$ cat src/rtl/sram_port_arbiter_pkg.sv
// Shared SRAM-port types: funct3 encodings, arbiter state/owner enums, SRAM geometry.
// Latency: n/a (types and constants only).
// Backpressure: n/a.
package sram_port_arbiter_pkg;

    localparam int SRAM_READ_LATENCY = 2;
    localparam int SRAM_ADDR_WIDTH   = 11;

    typedef enum logic [2:0] {
        F3_LB  = 3'b000,
        F3_LH  = 3'b001,
        F3_LW  = 3'b010,
        F3_LBU = 3'b100,
        F3_LHU = 3'b101
    } funct3_load_t;

    typedef enum logic [2:0] {
        F3_SB = 3'b000,
        F3_SH = 3'b001,
        F3_SW = 3'b010
    } funct3_store_t;

    typedef enum logic [1:0] {
        ARB_IDLE     = 2'd0,
        ARB_RD_WAIT  = 2'd1,
        ARB_RMW_WAIT = 2'd2
    } mem_arb_state_t;

    typedef enum logic {
        OWNER_IMEM = 1'b0,
        OWNER_DMEM = 1'b1
    } mem_owner_t;

    // Access size is encoded as log2(bytes) in funct3[1:0]; size 3 is never legal.
    function automatic logic lane_misaligned(input logic [1:0] size_log2, input logic [1:0] addr_lo);
        logic mis;
        case (size_log2)
            2'd0:    mis = 1'b0;
            2'd1:    mis = addr_lo[0];
            default: mis = (addr_lo != 2'b00);
        endcase
        return mis;
    endfunction

endpackage

$ cat src/rtl/mem_lane_align.sv
// Byte-lane alignment: load extract/extend, store merge into a read word, misalignment/funct3 check.
// Latency: purely combinational.
// Backpressure: none; outputs follow inputs.
module mem_lane_align
    import sram_port_arbiter_pkg::*;
(
    input  logic        we_i,
    input  logic [2:0]  funct3_i,
    input  logic [1:0]  addr_lo_i,
    input  logic [31:0] wdata_i,
    input  logic [31:0] rword_i,
    output logic [31:0] load_data_o,
    output logic [31:0] store_word_o,
    output logic        rmw_o,
    output logic        err_o
);

    logic [31:0] shifted;
    logic [31:0] lane_mask;
    logic [31:0] lane_data;
    logic [4:0]  shamt;
    logic        legal_f3;

    assign shamt     = {addr_lo_i, 3'b000};
    assign shifted   = rword_i >> shamt;
    assign lane_data = wdata_i << shamt;

    // Decode funct3, extract/extend loads and merge sub-word stores into the read word.
    always_comb begin
        load_data_o  = '0;
        store_word_o = rword_i;
        lane_mask    = '0;
        rmw_o        = 1'b0;
        legal_f3     = 1'b0;
        if (we_i) begin
            case (funct3_i)
                F3_SB: begin legal_f3 = 1'b1; rmw_o = 1'b1; lane_mask = 32'h0000_00FF << shamt; end
                F3_SH: begin legal_f3 = 1'b1; rmw_o = 1'b1; lane_mask = 32'h0000_FFFF << shamt; end
                F3_SW: begin legal_f3 = 1'b1; lane_mask = 32'hFFFF_FFFF; end
                default: legal_f3 = 1'b0;
            endcase
            store_word_o = (rword_i & ~lane_mask) | (lane_data & lane_mask);
        end else begin
            case (funct3_i)
                F3_LB:  begin legal_f3 = 1'b1; load_data_o = {{24{shifted[7]}},  shifted[7:0]};  end
                F3_LH:  begin legal_f3 = 1'b1; load_data_o = {{16{shifted[15]}}, shifted[15:0]}; end
                F3_LW:  begin legal_f3 = 1'b1; load_data_o = rword_i;                           end
                F3_LBU: begin legal_f3 = 1'b1; load_data_o = {24'h0, shifted[7:0]};             end
                F3_LHU: begin legal_f3 = 1'b1; load_data_o = {16'h0, shifted[15:0]};            end
                default: legal_f3 = 1'b0;
            endcase
        end
    end

    assign err_o = !legal_f3 || lane_misaligned(funct3_i[1:0], addr_lo_i);

endmodule

$ cat src/rtl/sram_port_arbiter.sv
// Shares one full-word SRAM port between fetch and load/store; sub-word stores via atomic RMW.
// Latency: reads/RMW ack at T+READ_LATENCY, SW and errors ack in the accept cycle T.
// Backpressure: gnt only in IDLE (one access in flight); define SRAM_ARB_RR_EN for round-robin ties.
module sram_port_arbiter
    import sram_port_arbiter_pkg::*;
#(
    parameter int READ_LATENCY = SRAM_READ_LATENCY,
    parameter int ADDR_W       = SRAM_ADDR_WIDTH
) (
    input  logic              clk,
    input  logic              rst,
    input  logic              imem_req_i,
    input  logic [31:0]       imem_addr_i,
    output logic              imem_gnt_o,
    output logic              imem_rvalid_o,
    output logic [31:0]       imem_rdata_o,
    input  logic              dmem_req_i,
    input  logic              dmem_we_i,
    input  logic [2:0]        dmem_funct3_i,
    input  logic [31:0]       dmem_addr_i,
    input  logic [31:0]       dmem_wdata_i,
    output logic              dmem_gnt_o,
    output logic              dmem_ack_o,
    output logic              dmem_err_o,
    output logic [31:0]       dmem_rdata_o,
    output logic              sram_en_o,
    output logic              sram_we_o,
    output logic [ADDR_W-1:0] sram_addr_o,
    output logic [31:0]       sram_wdata_o,
    input  logic [31:0]       sram_rdata_i
);

    localparam int CNT_W = $clog2(READ_LATENCY + 1);
    localparam logic [1:0] ST_IDLE     = ARB_IDLE;
    localparam logic [1:0] ST_RD_WAIT  = ARB_RD_WAIT;
    localparam logic [1:0] ST_RMW_WAIT = ARB_RMW_WAIT;

    logic [1:0]        state_q, state_d;
    logic [CNT_W-1:0]  cnt_q, cnt_d;
    mem_owner_t        owner_q, owner_d;
    logic [ADDR_W-1:0] addr_q, addr_d;
    logic [2:0]        funct3_q, funct3_d;
    logic [1:0]        lo_q, lo_d;
    logic [31:0]       wdata_q, wdata_d;

    logic        idle;
    logic        done;
    logic        dmem_wins;
    logic        dmem_gnt;
    logic        imem_gnt;
    logic        la_we;
    logic [2:0]  la_funct3;
    logic [1:0]  la_lo;
    logic [31:0] la_wdata;
    logic [31:0] la_load;
    logic [31:0] la_store;
    logic        la_rmw;
    logic        la_err;
    logic        unused_addr_bits;

    // Outputs are forced low while rst is high, so grants are also masked by reset.
    assign idle = (state_q == ST_IDLE) && !rst;
    assign done = (state_q != ST_IDLE) && (cnt_q == CNT_W'(READ_LATENCY - 1));

`ifdef SRAM_ARB_RR_EN
    mem_owner_t last_q, last_d;

    assign dmem_wins = (last_q == OWNER_IMEM);

    // Remember who won the most recent grant so the other side wins the next tie.
    always_comb begin
        last_d = last_q;
        if (dmem_gnt)      last_d = OWNER_DMEM;
        else if (imem_gnt) last_d = OWNER_IMEM;
    end

    // Last-owner register; imem after reset so dmem wins the first tie.
    always_ff @(posedge clk or posedge rst) begin
        if (rst) last_q <= OWNER_IMEM;
        else     last_q <= last_d;
    end
`else
    assign dmem_wins = 1'b1;
`endif

    assign dmem_gnt   = idle && dmem_req_i && (dmem_wins || !imem_req_i);
    assign imem_gnt   = idle && imem_req_i && !dmem_gnt;
    assign imem_gnt_o = imem_gnt;
    assign dmem_gnt_o = dmem_gnt;

    // In IDLE the aligner checks the live request; while waiting it works on the captured access.
    assign la_we     = idle ? dmem_we_i          : (state_q == ST_RMW_WAIT);
    assign la_funct3 = idle ? dmem_funct3_i      : funct3_q;
    assign la_lo     = idle ? dmem_addr_i[1:0]   : lo_q;
    assign la_wdata  = idle ? dmem_wdata_i       : wdata_q;

    mem_lane_align u_align (
        .we_i         (la_we),
        .funct3_i     (la_funct3),
        .addr_lo_i    (la_lo),
        .wdata_i      (la_wdata),
        .rword_i      (sram_rdata_i),
        .load_data_o  (la_load),
        .store_word_o (la_store),
        .rmw_o        (la_rmw),
        .err_o        (la_err)
    );

    // Word-address bits above the SRAM and the fetch byte offset are aliased/ignored.
    assign unused_addr_bits = ^{imem_addr_i[31:ADDR_W+2], imem_addr_i[1:0], dmem_addr_i[31:ADDR_W+2]};

    // Grant handling, SRAM drive, completion pulses and next-state selection.
    always_comb begin
        state_d       = state_q;
        cnt_d         = cnt_q;
        owner_d       = owner_q;
        addr_d        = addr_q;
        funct3_d      = funct3_q;
        lo_d          = lo_q;
        wdata_d       = wdata_q;
        imem_rvalid_o = 1'b0;
        imem_rdata_o  = '0;
        dmem_ack_o    = 1'b0;
        dmem_err_o    = 1'b0;
        dmem_rdata_o  = '0;
        sram_en_o     = 1'b0;
        sram_we_o     = 1'b0;
        sram_addr_o   = '0;
        sram_wdata_o  = '0;
        case (state_q)
            ST_IDLE: begin
                if (dmem_gnt) begin
                    addr_d   = dmem_addr_i[ADDR_W+1:2];
                    funct3_d = dmem_funct3_i;
                    lo_d     = dmem_addr_i[1:0];
                    wdata_d  = dmem_wdata_i;
                    owner_d  = OWNER_DMEM;
                    if (la_err) begin
                        // Rejected without touching the SRAM.
                        dmem_ack_o = 1'b1;
                        dmem_err_o = 1'b1;
                    end else if (dmem_we_i && !la_rmw) begin
                        // Full-word store completes in the accept cycle.
                        sram_en_o    = 1'b1;
                        sram_we_o    = 1'b1;
                        sram_addr_o  = dmem_addr_i[ADDR_W+1:2];
                        sram_wdata_o = la_store;
                        dmem_ack_o   = 1'b1;
                    end else begin
                        sram_en_o   = 1'b1;
                        sram_addr_o = dmem_addr_i[ADDR_W+1:2];
                        cnt_d       = '0;
                        state_d     = la_rmw ? ST_RMW_WAIT : ST_RD_WAIT;
                    end
                end else if (imem_gnt) begin
                    addr_d      = imem_addr_i[ADDR_W+1:2];
                    owner_d     = OWNER_IMEM;
                    sram_en_o   = 1'b1;
                    sram_addr_o = imem_addr_i[ADDR_W+1:2];
                    cnt_d       = '0;
                    state_d     = ST_RD_WAIT;
                end
            end
            ST_RD_WAIT: begin
                if (done) begin
                    if (owner_q == OWNER_IMEM) begin
                        imem_rvalid_o = 1'b1;
                        imem_rdata_o  = sram_rdata_i;
                    end else begin
                        dmem_ack_o   = 1'b1;
                        dmem_rdata_o = la_load;
                    end
                    cnt_d   = '0;
                    state_d = ST_IDLE;
                end else begin
                    cnt_d = cnt_q + CNT_W'(1);
                end
            end
            ST_RMW_WAIT: begin
                if (done) begin
                    // Write back the merged word; nobody was granted since the read.
                    sram_en_o    = 1'b1;
                    sram_we_o    = 1'b1;
                    sram_addr_o  = addr_q;
                    sram_wdata_o = la_store;
                    dmem_ack_o   = 1'b1;
                    cnt_d        = '0;
                    state_d      = ST_IDLE;
                end else begin
                    cnt_d = cnt_q + CNT_W'(1);
                end
            end
            default: state_d = ST_IDLE;
        endcase
    end

    // State, latency counter and the captured access; reset discards anything in flight.
    always_ff @(posedge clk or posedge rst) begin
        if (rst) begin
            state_q  <= ST_IDLE;
            cnt_q    <= '0;
            owner_q  <= OWNER_IMEM;
            addr_q   <= '0;
            funct3_q <= '0;
            lo_q     <= '0;
            wdata_q  <= '0;
        end else begin
            state_q  <= state_d;
            cnt_q    <= cnt_d;
            owner_q  <= owner_d;
            addr_q   <= addr_d;
            funct3_q <= funct3_d;
            lo_q     <= lo_d;
            wdata_q  <= wdata_d;
        end
    end

endmodule
$ cat config.mk
export PLATFORM = sky130hd
export DESIGN_NAME = sram_port_arbiter
export DESIGN_NICKNAME = d
export VERILOG_FILES = /design/src/rtl/sram_port_arbiter_pkg.sv /design/src/rtl/mem_lane_align.sv /design/src/rtl/sram_port_arbiter.sv
export SDC_FILE = /design/constraint.sdc
export NUM_CORES = 1
export LEC_CHECK = 0
export CAP_MARGIN = 10
export CORE_MARGIN = 3
export CORE_UTILIZATION = 46
export CTS_BUF_LIST = sky130_fd_sc_hd__clkbuf_16
export CTS_CLUSTER_SIZE = 14
export DETAILED_ROUTE_END_ITERATION = 16
export PLACE_DENSITY_LB_ADDON = 0.25
export SYNTH_ARGS = -nofsm -noshare
export SYNTH_HDL_FRONTEND = slang
export SYNTH_SLANG_ARGS = --single-unit
$ cat constraint.sdc
create_clock -name clk -period 4.52 [get_ports clk]
set_input_delay 0.904 -clock clk [delete_from_list [all_inputs] [get_ports clk]]
set_output_delay 0.904 -clock clk [all_outputs]
set_load 0.005 [all_outputs]
==> results.txt, run 1 <==
The run finished, with violations left. The final reports fail on setup timing. The final layout contains 1057 nets. The number of instances in the synthesized netlist came out at around 680. The cell area after layout is 0.00826 mm². The number of synthesized register bits is between 50 and 60. The minimum setup slack in the final design is -37.5 ps.

The synthesized net count came out at 819. The layout cell share with drive strength beyond 1 came out at between 10% and 20%. In this run the tool buffered the top-level ports with around 210 buffer cells. After detailed placement, the total cell area comes to 0.00783 mm². The wire length of the first global-routing pass came out at 32000 µm. The maximum fanout count along the critical path is 7. 250 I/O pins were placed. The share of the clock period used by the worst path came out at 101%. The routed via count came out at 6307.

The leakage power of the design came out at approximately 4 nW. The cell with the most instances after synthesis is nand2_1. The largest net degree at the start of global routing came out at 54. After clock tree synthesis, the clock-pin slew on the worst setup and hold paths is 70 ps. The remaining antenna violation count after routing came out at 0. For the worst setup path, the data arrival time is 3650 ps. The worst setup path is of the in -> out kind.

For hold timing, the worst endpoint is wdata_q[30]$_DFFE_PP0P_. The overall die width is about 110 µm. Ranked by instance count, the synthesized netlist is headed by nand2_1 (152), mux2i_1 (70), nor2_1 (58). The global-route congestion overflow total came out at 0.

The worst hold path depth came out at 2. The fmax came out at around 0.22 GHz. The number of max-capacitance violations reported came out at 0. The async set-or-reset flop fraction in the synthesized netlist came out at 100%.

CTS saw 53 sinks. Across all register-to-register paths, the minimum setup slack is roughly 1500 ps. The max-slew headroom at the worst pin is between 40% and 50%. The count of pins over their slew limit came out at 0. After legalization and detailed placement, the total HPWL measured approximately 16000 µm. The number of H-tree branching levels is 2. STA classifies the critical path startpoint as a primary input.

The CTS buffer count is 5. The number of antenna violations at the first check in global routing is 0. The initial utilization of the core area, before any placement, comes to 48.2%.

The DRC violation count after routing is 0. Setup violations remaining at the end of the flow were counted as 2. The number of distinct standard cells referenced by the synthesized netlist is between 60 and 70. The leading register cell type out of synthesis is dfrtp_1. The post-synthesis to final-layout area growth came out at 54.7%. The post-synthesis sequential area ratio came out at around 25%. The ratio of total power to cell area is 422 mW/mm². Yosys mapped a number of flops with a built-in enable equal to 0.

The tree is rooted in a clkbuf_16. The synthesis warning total is 0. The worst-case setup slack after placement is -31.0 ps.

The number of antenna diodes in the final layout is 0. In this run the deepest clock path goes through 2 buffers. The post-route worst hold slack is ~480 ps. The final estimated routing congestion in global placement came out at 0.988. The area of the die is approximately 0.013 mm². Ranked by total cell area, the synthesized netlist is headed by dfrtp_1 (25%), mux2i_1 (13%), nand2_1 (11%), nor2_1 (4.1%), and2_1 (4.0%). The capture point of the worst reg-to-reg path is cnt_q[0]$_DFFE_PP0P_.

The overall die height came out at 114 µm. The required time of the worst setup path is 3620 ps. The final-report hold violation count is 0. After detailed routing, the average wire length per cell comes to 19.7 µm. The total standard cell area after synthesis came out at 0.00534 mm². Global routing used 30.7% of the available tracks across all layers.

The post-synthesis average cell area came out at 7.86 µm². The flip-flop and latch area came out at between 0.001 and 0.0015 mm². The biggest area contributor in the post-synthesis netlist is dfrtp_1. The count of cells along the worst register-to-register path is 12. In this run the core area contains 38 standard-cell rows. The number of global-route vias before repair is 6167. The routed design could run at a clock period as short as 4560 ps. The filler cell count in the final layout is 855.

The share of synthesized area in the top cell type comes to 24.8%. The total length of routed wires is 20900 µm. The transition time at the pin with the least slew margin is roughly 760 ps.

TritonCTS built the clock tree. Setup repair after global routing could not meet its margin everywhere. The launch point of the worst reg-to-reg path is state_q[0]$_DFFE_PP0P_. The startpoint identified for the worst hold timing path is wdata_q[30]$_DFFE_PP0P_. The hold buffer count at CTS is 0.

The path type of the worst min-delay path is reg -> reg. For the final database, setup skew stands at 5.88 ps. After floorplanning, the core was sized to cover 0.0111 mm². STA classifies the critical path endpoint as an output pin. The insertion delay of the later-clocked pin in the worst-skew pair came out at 290 ps.

After the first detailed-routing iteration, the DRC count stood at roughly 670. Before antenna repair, the detailed router went through 7 iterations. The multi-input combinational cells in the finished layout cover a total of 0.00379 mm². The peak ir drop on the vdd network is ~360 µV. The routed via count divided by cell count came out at 5.96.
-- placed cells by master, fill, tap and decap left out, types with 4 or more instances in the layout --
cell type	instances
a21o_1	17
a222oi_1	11
buf_12	5
mux2i_1	69
ha_1	4
dfrtp_1	53
clkbuf_16	5
a22oi_1	18
mux2_2	10
inv_1	20
nand2_1	151
a211oi_2	5
a211oi_1	5
and2_1	34
clkdlybuf4s50_1	203
mux2i_4	4
a22o_1	8
nor2b_1	4
a21oi_1	36
buf_4	62
nand4_1	8
mux4_2	7
o21ai_1	4
nor2_1	55
dlymetal6s2s_1	6
o211a_1	7
buf_6	5
o21ai_0	34
o221ai_1	7
-- flip-flops by register name (all words and copies together), names as in the netlist --
register  cells
funct3_q      3
cnt_q         2
addr_q       11
state_q       2
wdata_q      32
lo_q          2
owner_q       1
-- worst max path at each step --
| stage | startpoint | end | cells past startpoint |
|---|---|---|---|
| after global routing | rst | sram_wdata_o[31] | 12 |
| after global placement | rst | sram_wdata_o[30] | 8 |
| final | rst | sram_wdata_o[31] | 12 |
| after floorplan | rst | sram_wdata_o[30] | 6 |
| after CTS | rst | sram_wdata_o[25] | 8 |
| after detailed placement | rst | dmem_rdata_o[30] | 8 |
-- cell families after synthesis --
group / synth area share (%)
AND/OR/NAND/NOR: 24.1
AO/OA/AOI/OAI: 24.0
multiplexers: 19.3
buffers and inverters: 6.80
flip-flops: 24.8
adder cells (fa/ha/maj): 0.938
-- per-layer routing --
| layer | GRT usage [%] | vias to the layer above | wire [µm] |
|---|---|---|---|
| li1 | - | 2911 | - |
| met1 | 38.4 | 3016 | 8060 |
| met2 | 52.8 | 330 | 10300 |
| met3 | 5.78 | 50 | 1810 |
| met4 | 10.8 | 0 | 686 |
| met5 | 0 | - | 0 |
-- stage by stage --
step	util, %	power [mW]	setup TNS (ps)	cells
floorplan	-	2.19	0	679
global placement	70.7	2.86	-6.07	1035
detailed placement	70.7	2.94	-180	1035
CTS	72.1	3.33	-3.89	1044
global route	74.5	3.73	-371	1058
finish	74.5	3.48	-38.2	1058
-- repair_timing --
action,CTS,global route
buffers inserted,1,12
pin swaps,1,10
gates resized for setup,4,34
endpoints found under the setup margin,21,46
gates cloned,0,1
-- cell type report --
class,instances,area share [%]
inverters,22,1.11
clock inverters,3,0.182
flip-flops and latches,53,16.1
multi-input cells,554,46.0
well taps,140,2.12
clock buffers,5,1.52
repair buffers,281,33.1
-- where the power goes --
part	leakage, nW	switching (mW)	internal, mW
Combinational	3.17	1.19	1.01
Sequential	0.660	0.200	0.708
Clock	0.0724	0.170	0.202
-- worst max-delay path: stages --
cell             delay (ps)
clkdlybuf4s50_1         460
buf_4                   180
nor2b_4                 120
mux2_2                  440
a21oi_2                 190
nor2_4                   80
buf_4                   160
buf_4                   130
buf_4                   120
a211oi_1                230
buf_4                   160
clkdlybuf4s50_1         490
No activity file was read; power rests on OpenSTA's default activity.
==> inputs of run 2 (changes only) <==
- CORE_MARGIN: 3 -> not set
==> run 2 against run 1 <==
Net effect:
- the run now ends clean
- clock power increased by 18%
- total power hardly changed
- final cell count decreased by 1.6%
- global-route usage increased by 2.1 points
- sequential power barely moved
- via count down 1.2%
- clock skew is 3.9 ps lower
- critical path type unchanged
==> results.txt, run 2 (synthesis results as in run 1) <==
The flow ran to the end, and the final reports show no timing, DRC or antenna violations. Walking the worst path, the cells encountered are clkdlybuf4s50_1, buf_4, nor2b_4, buf_12, mux2i_2, buf_4, nand4_1, o22ai_2, o31a_4, a21o_1, clkdlybuf4s50_1. The number of instances in the placed design is 1027 (-0.77%). The routed via count divided by cell count is 5.99 (+0.41%). The sequential share of power came to 26.0% (about the same).

The number of nets in the finished design came to 1040 (-1.6%). The max-slew headroom at the worst pin is 55.1% (+5.9 points). The average wire per cell in the routed design is 19.4 µm (-1.8%). The maximum root-to-sink buffer count came to 2 (unchanged).

The worst hold path belongs to the class reg -> reg. The overall die width is 110 µm (-3.5%). The switching share of total power was 44.5% (-0.35 points). On the critical path the largest part of the delay comes from buffers and inverters. The cell area after layout came out at 0.00811 mm² (-1.8%). The insertion delay of the later-clocked pin in the worst-skew pair came out at 290 ps (about the same).

The overall power consumption is 3.48 mW (about the same). The number of max-capacitance violations reported was 0 (unchanged). The share of power burned in combinational logic came out at 61.4% (-1.9 points). The post-layout minimum cycle time is 4440 ps (-114 ps). In the layout the commonest cells are clkdlybuf4s50_1 (207), nand2_1 (152), mux2i_1 (68), nor2_1 (55), dfrtp_1 (53). The worst clock skew came to 1.98 ps (-3.91 ps).

The flip-flop count of the largest register after layout came out at 32 (unchanged). The initial DRC count came out at 663 (-1.5%). The area of the die came out at 0.0120 mm² (-6.9%).

The critical path arrival came out at 3540 ps (-110 ps). The wire length of the first global-routing pass is 30400 µm (-5.1%). The required time of the worst setup path is 3620 ps (about the same).

In the final layout, the registers with the most flip-flops are wdata_q x32, addr_q x11, funct3_q x3. Setup repair after global routing could not meet its margin everywhere. TritonCTS built the clock tree.

The switching power came to 1.55 mW (-0.78%). The ratio of total power to cell area came to 429 mW/mm² (+1.8%). The initial standard-cell utilization of the core is 48.2% (unchanged). The final estimated routing congestion in global placement is 0.926 (-6.2%).

The number of buffers and inverters on the critical path came out at 5 (-2). The remaining antenna violation count after routing is 0 (unchanged). The filler cell count in the final layout is 896 (+4.8%). The worst setup path is captured at an output pin. The largest incremental delay on the critical path is 500 ps (about the same). The number of antenna violations at the first check in global routing came out at 0 (unchanged). The share of the clock period used by the worst path came out at 98.3% (-2.5 points). The number of sinks on the clock net is 53 (unchanged). The number of primary I/O pins came out at 250 (unchanged). The largest net degree at the start of global routing came to 54 (unchanged). The count of pins over their slew limit is 0 (unchanged).

The highest-delay cell along the critical path is clkdlybuf4s50_1. The CTS buffer count is 5 (unchanged). The aggregate negative setup slack came out at 0 ps (+38.2 ps). The number of H-tree branching levels is 2 (unchanged). The total length of routed wires came to 20200 µm (-3.4%). The CTS root buffer is clkbuf_16. The transition time at the pin with the least slew margin is 672 ps (-88.2 ps). The peak ir drop on the vdd network was 311 µV (-14%).

The cell area after placement is 0.00774 mm² (-1.1%). The worst setup path is of the in -> out kind. The antenna diode count is 0 (unchanged). The routed via count came out at 6231 (-1.2%). The worst-case setup slack after placement came out at -42.7 ps (-11.7 ps).

The global-route congestion overflow total is 0 (unchanged). The maximum fanout count along the critical path is 27 (+20). The number of global-route vias before repair is 5898 (-4.4%). The final-report hold violation count was 0 (unchanged). The post-route worst hold slack is 481 ps (-3.18 ps). The DRC violation count after routing came to 0 (unchanged). The fmax was 0.225 GHz (+2.6%).

The leakage power of the design came to 3.75 nW (-4.1%). The internal power contribution came to 1.93 mW (+0.62%). More flip-flops sit in one register than any other, and that register is wdata_q.

The overall die height was 110 µm (-3.5%). The clock-pin slew on the worst setup and hold paths came to 70 ps (about the same). The minimum setup slack in the final design was 76.4 ps (+114 ps).

The worst setup path is launched from a primary input. The clock share of power is 12.6% (+1.9 points). The number of core rows came out at 38 (unchanged). The number of port buffers came out at 209 (unchanged). The most common library cell in the layout ignoring fill and taps is clkdlybuf4s50_1. From synthesis to final layout, the design area changed by 52.0%.

The layout cell share with drive strength beyond 1 was 13.5% (-1.5 points). The count of non-filler cells in the finished layout is 1041 (-1.6%). The total global-route track usage came out at 32.8% (+2.1 points). The placed wire-length estimate after detailed placement is 15100 µm (-5.2%). The count of TritonRoute iterations in the first routing pass was 6 (-1). The final count of negative-setup-slack endpoints is 0 (-2). The utilization of the core after routing is 73.2% (-1.3 points). The standard cell core area is 0.0111 mm² (unchanged).
## run 2: area by class of cell
class	instances	area (µm²)	share of cell area [%]
Tap cell	140	175	2.16
Clock buffer	5	125	1.54
Inverter	22	87.6	1.08
Sequential cell	53	1330	16.4
Clock inverter	3	41.3	0.509
Multi-Input combinational cell	554	3790	46.7
Timing Repair Buffer	264	2570	31.7
## run 2: final timing paths
kind                                    startpoint  depth (start not counted)                       to  slack (ps)
min                        wdata_q[28]$_DFFE_PP0P_                          2  wdata_q[28]$_DFFE_PP0P_         480
min reg2reg                wdata_q[28]$_DFFE_PP0P_                          2  wdata_q[28]$_DFFE_PP0P_         480
max reg2reg                 state_q[0]$_DFFE_PP0P_                         11     cnt_q[0]$_DFFE_PP0P_        1510
max in group asynchronous                      rst                          4    addr_q[6]$_DFFE_PP0P_        2760
min in group asynchronous                      rst                          3   addr_q[10]$_DFFE_PP0P_        1200
max                                            rst                         11         dmem_rdata_o[25]          80
## run 2: power by group through the flow
stage,Sequential (mW),Clock [mW],Combinational (mW)
5_1_grt,0.935,0.459,2.32
3_3_place_gp,0.884,0,1.94
3_5_place_dp,0.903,0,2.00
4_1_cts,0.897,0.445,2.03
2_1_floorplan,0.835,0,1.35
6_report,0.906,0.438,2.14
## run 2: layer usage
metal  GRT usage [%]  wire [µm]  vias to the layer above
met1            40.3       7770                     2946
met3            6.16       1800                       57
met5               0          0                        -
li1                -          -                     2871
met4            14.1        736                        0
met2            56.1       9860                      357
## run 2: worst min-delay path: cells and delay by family (launching register included)
family | cells | cell delay, ps
flip-flops | 1 | 350
AND/OR/NAND/NOR | 2 | 110
## run 2: repair_timing
item / 4_1_cts / 5_1_grt
endpoints found under the setup margin: 25 / 61
pin swaps: 1 / 2
cloned: 0 / 1
buffers inserted: 3 / 1
hold endpoints to repair: 0 / 0
hold buffers: 0 / 0
gates resized for setup: 3 / 25
==> inputs of run 3 (changes only) <==
- CAP_MARGIN: 10 -> 20
- SKIP_CTS_REPAIR_TIMING: not set -> 1
==> run 3 against run 2 <==
Net effect:
- critical path depth is 2 lower
- final cell count about the same
- core utilization decreased by 0.87 points
- total power down 2.0%
- wire length down 2.5%
- cell area fell by 1.2%
- first-iteration DRC count is 1.1% lower
- count of clock-buffer cells in the layout is the same
- clock skew is 0.95 ps higher
- global-route usage shrank 0.62 points
- flip-flop and latch count unchanged
- largest power group unchanged
==> results.txt, run 3 (synthesis results as in run 1) <==
The flow ran to the end, and the final reports show no timing, DRC or antenna violations. The required time of the worst setup path is 3620 ps (about the same). The final estimated routing congestion in global placement was 0.926 (unchanged). The DRC violation count after routing came out at 0 (unchanged). The path class of the tightest hold or removal check is reg -> reg. The clock-pin slew on the worst setup and hold paths came out at 70 ps (about the same). The number of primary I/O pins came out at 250 (unchanged). The remaining antenna violation count after routing is 0 (unchanged). The initial standard-cell utilization of the core came to 48.2% (unchanged). The aggregate negative setup slack was 0 ps (unchanged).

The tree is rooted in a clkbuf_16. The number of antenna violations at the first check in global routing was 0 (unchanged). The total global-route track usage came out at 32.2% (-0.62 points).

The placed wire-length estimate after detailed placement is 15200 µm (+0.36%). Setup repair after global routing could not meet its margin everywhere. The fraction of met2 tracks used by global routing is 55.1% (-0.99 points).

The area of the die came out at 0.0120 mm² (unchanged). The post-layout minimum cycle time came out at 4480 ps (+39.9 ps). In the final layout, the registers with the most flip-flops are wdata_q x32, addr_q x11, funct3_q x3.

The critical path goes through clkdlybuf4s50_1, buf_4, and4bb_1, a31oi_4, a311o_2, nor2_4, nand4_1, a21oi_1, clkdlybuf4s50_1. The wire length of the first global-routing pass is 30000 µm (-1.3%). The element type at the critical path end is an output pin. The peak ir drop on the vdd network is 308 µV (-0.90%). The post-synthesis to final-layout area growth is 50.2%. The met3 capacity usage during global routing was 4.15% (-2.0 points). The number of max-capacitance violations reported came to 0 (unchanged). The share of the clock period used by the worst path is 99.2% (+0.88 points). The number of port buffers came out at 209 (unchanged). The insertion delay of the later-clocked pin in the worst-skew pair was 290 ps (about the same). The met1 track utilization from global routing is 41.0% (+0.73 points). The worst clock skew is 2.92 ps (+0.949 ps). The fmax came out at 0.223 GHz (-0.89%). The top cell types in the final layout, fill and taps aside, are clkdlybuf4s50_1 (208), nand2_1 (152), mux2i_1 (70), nor2_1 (56), dfrtp_1 (53). The flip-flop count of the largest register after layout was 32 (unchanged). The global-route congestion overflow total came out at 0 (unchanged). The kind of critical path is in -> out. The routed via count is 6173 (-0.93%). The CTS buffer count came out at 5 (unchanged).

The number of nets in the finished design came to 1039 (-0.096%). The largest incremental delay on the critical path came out at 550 ps (+50 ps). The transition time at the pin with the least slew margin is 702 ps (+30.4 ps). The standard cell core area came out at 0.0111 mm² (unchanged). The overall die height came out at 110 µm (unchanged). The routed via count divided by cell count was 5.94 (-0.84%). The final-report hold violation count came out at 0 (unchanged).

The critical path arrival came out at 3580 ps (+40 ps). The largest register by flop count is wdata_q. The maximum fanout count along the critical path is 8 (-70%). The number of sinks on the clock net is 53 (unchanged). The final count of negative-setup-slack endpoints came out at 0 (unchanged). The filler cell count in the final layout is 889 (-0.78%). met2 is the most crowded layer. The average wire per cell in the routed design is 18.9 µm (-2.4%). The most numerous cell type found on the critical path is clkdlybuf4s50_1. The count of TritonRoute iterations in the first routing pass came out at 9 (+3). The layout cell share with drive strength beyond 1 came out at 12.2% (-1.3 points). The ratio of total power to cell area is 426 mW/mm² (-0.83%). The number of core rows came out at 38 (unchanged). The total length of routed wires is 19700 µm (-2.5%).

The number of instances in the placed design came out at 1028 (+0.097%). The CTS tree is yes. The register-to-register path setup slack came out at 1520 ps (about the same).

Leaving out fill and tap cells, the most frequent cell in the layout is clkdlybuf4s50_1. The count of pins over their slew limit was 0 (unchanged). Among all stages on the critical path, the largest delay is contributed by clkdlybuf4s50_1. The max-slew headroom at the worst pin came to 53.1% (-2.0 points). The overall die width came out at 110 µm (unchanged). The number of global-route vias before repair came out at 5786 (-1.9%). The largest net degree at the start of global routing is 45 (-17%). The maximum root-to-sink buffer count is 2 (unchanged).

The antenna diode count came out at 0 (unchanged). The leakage power of the design came to 3.72 nW (-0.73%). The initial DRC count came out at 656 (-1.1%). The number of H-tree branching levels came out at 2 (unchanged). The count of non-filler cells in the finished layout came out at 1040 (-0.096%). The sort of element at the start of the critical path is a primary input.
[run 3: stage by stage]
| step | instance area [µm²] | setup slack [ps] | total power [mW] | hold WS [ps] | util (%) |
|---|---|---|---|---|---|
| final | 8020 | 36.5 | 3.41 | 478 | 72.4 |
| after global routing | 8020 | -81.0 | 3.64 | 497 | 72.4 |
| after CTS | 7930 | -59.2 | 3.36 | 478 | 71.6 |
| after detailed placement | 7760 | -42.7 | 2.90 | 461 | 70.1 |
| after global placement | 7740 | -48.3 | 2.83 | 459 | 69.9 |
| after floorplan | 5340 | 1090 | 2.19 | 445 | - |
[run 3: final timing paths]
| check | from | end | depth (start not counted) |
|---|---|---|---|
| worst min-delay path | wdata_q[30]$_DFFE_PP0P_ | wdata_q[30]$_DFFE_PP0P_ | 2 |
| max in group asynchronous | rst | wdata_q[11]$_DFFE_PP0P_ | 4 |
| min in group asynchronous | rst | funct3_q[1]$_DFFE_PP0P_ | 3 |
| worst max-delay path | rst | sram_wdata_o[8] | 9 |
| worst min register to register | wdata_q[30]$_DFFE_PP0P_ | wdata_q[30]$_DFFE_PP0P_ | 2 |
| worst max register to register | state_q[0]$_DFFE_PP0P_ | cnt_q[0]$_DFFE_PP0P_ | 11 |
[run 3: power breakdown]
| group | switching [mW] | internal [mW] | leakage, nW | total, mW |
|---|---|---|---|---|
| sequential | 0.195 | 0.708 | 0.660 | 0.903 |
| combinational | 1.14 | 0.938 | 2.98 | 2.08 |
| clock | 0.174 | 0.260 | 0.0775 | 0.433 |
[run 3: layer usage]
layer	wire length, µm	vias to the layer above
li1	-	2875
met1	7910	2933
met2	9590	315
met3	1550	50
met4	620	0
met5	0	-
[run 3: layout make-up]
type | instances | area (µm²) | share of cell area [%]
clock inverter | 3 | 41.3 | 0.515
timing repair buffer | 264 | 2560 | 32.0
multi-input combinational | 553 | 3700 | 46.1
clock buffer | 5 | 125 | 1.56
inverter | 22 | 87.6 | 1.09
sequential | 53 | 1330 | 16.5
tap | 140 | 175 | 2.19
[run 3: worst max-delay path, delay by kind of cell]
| family | cells | cell delay (ps) |
|---|---|---|
| buffers and inverters | 3 | 1160 |
| and+or+nand+nor | 3 | 770 |
| AOI/OAI and AO/OA | 3 | 730 |
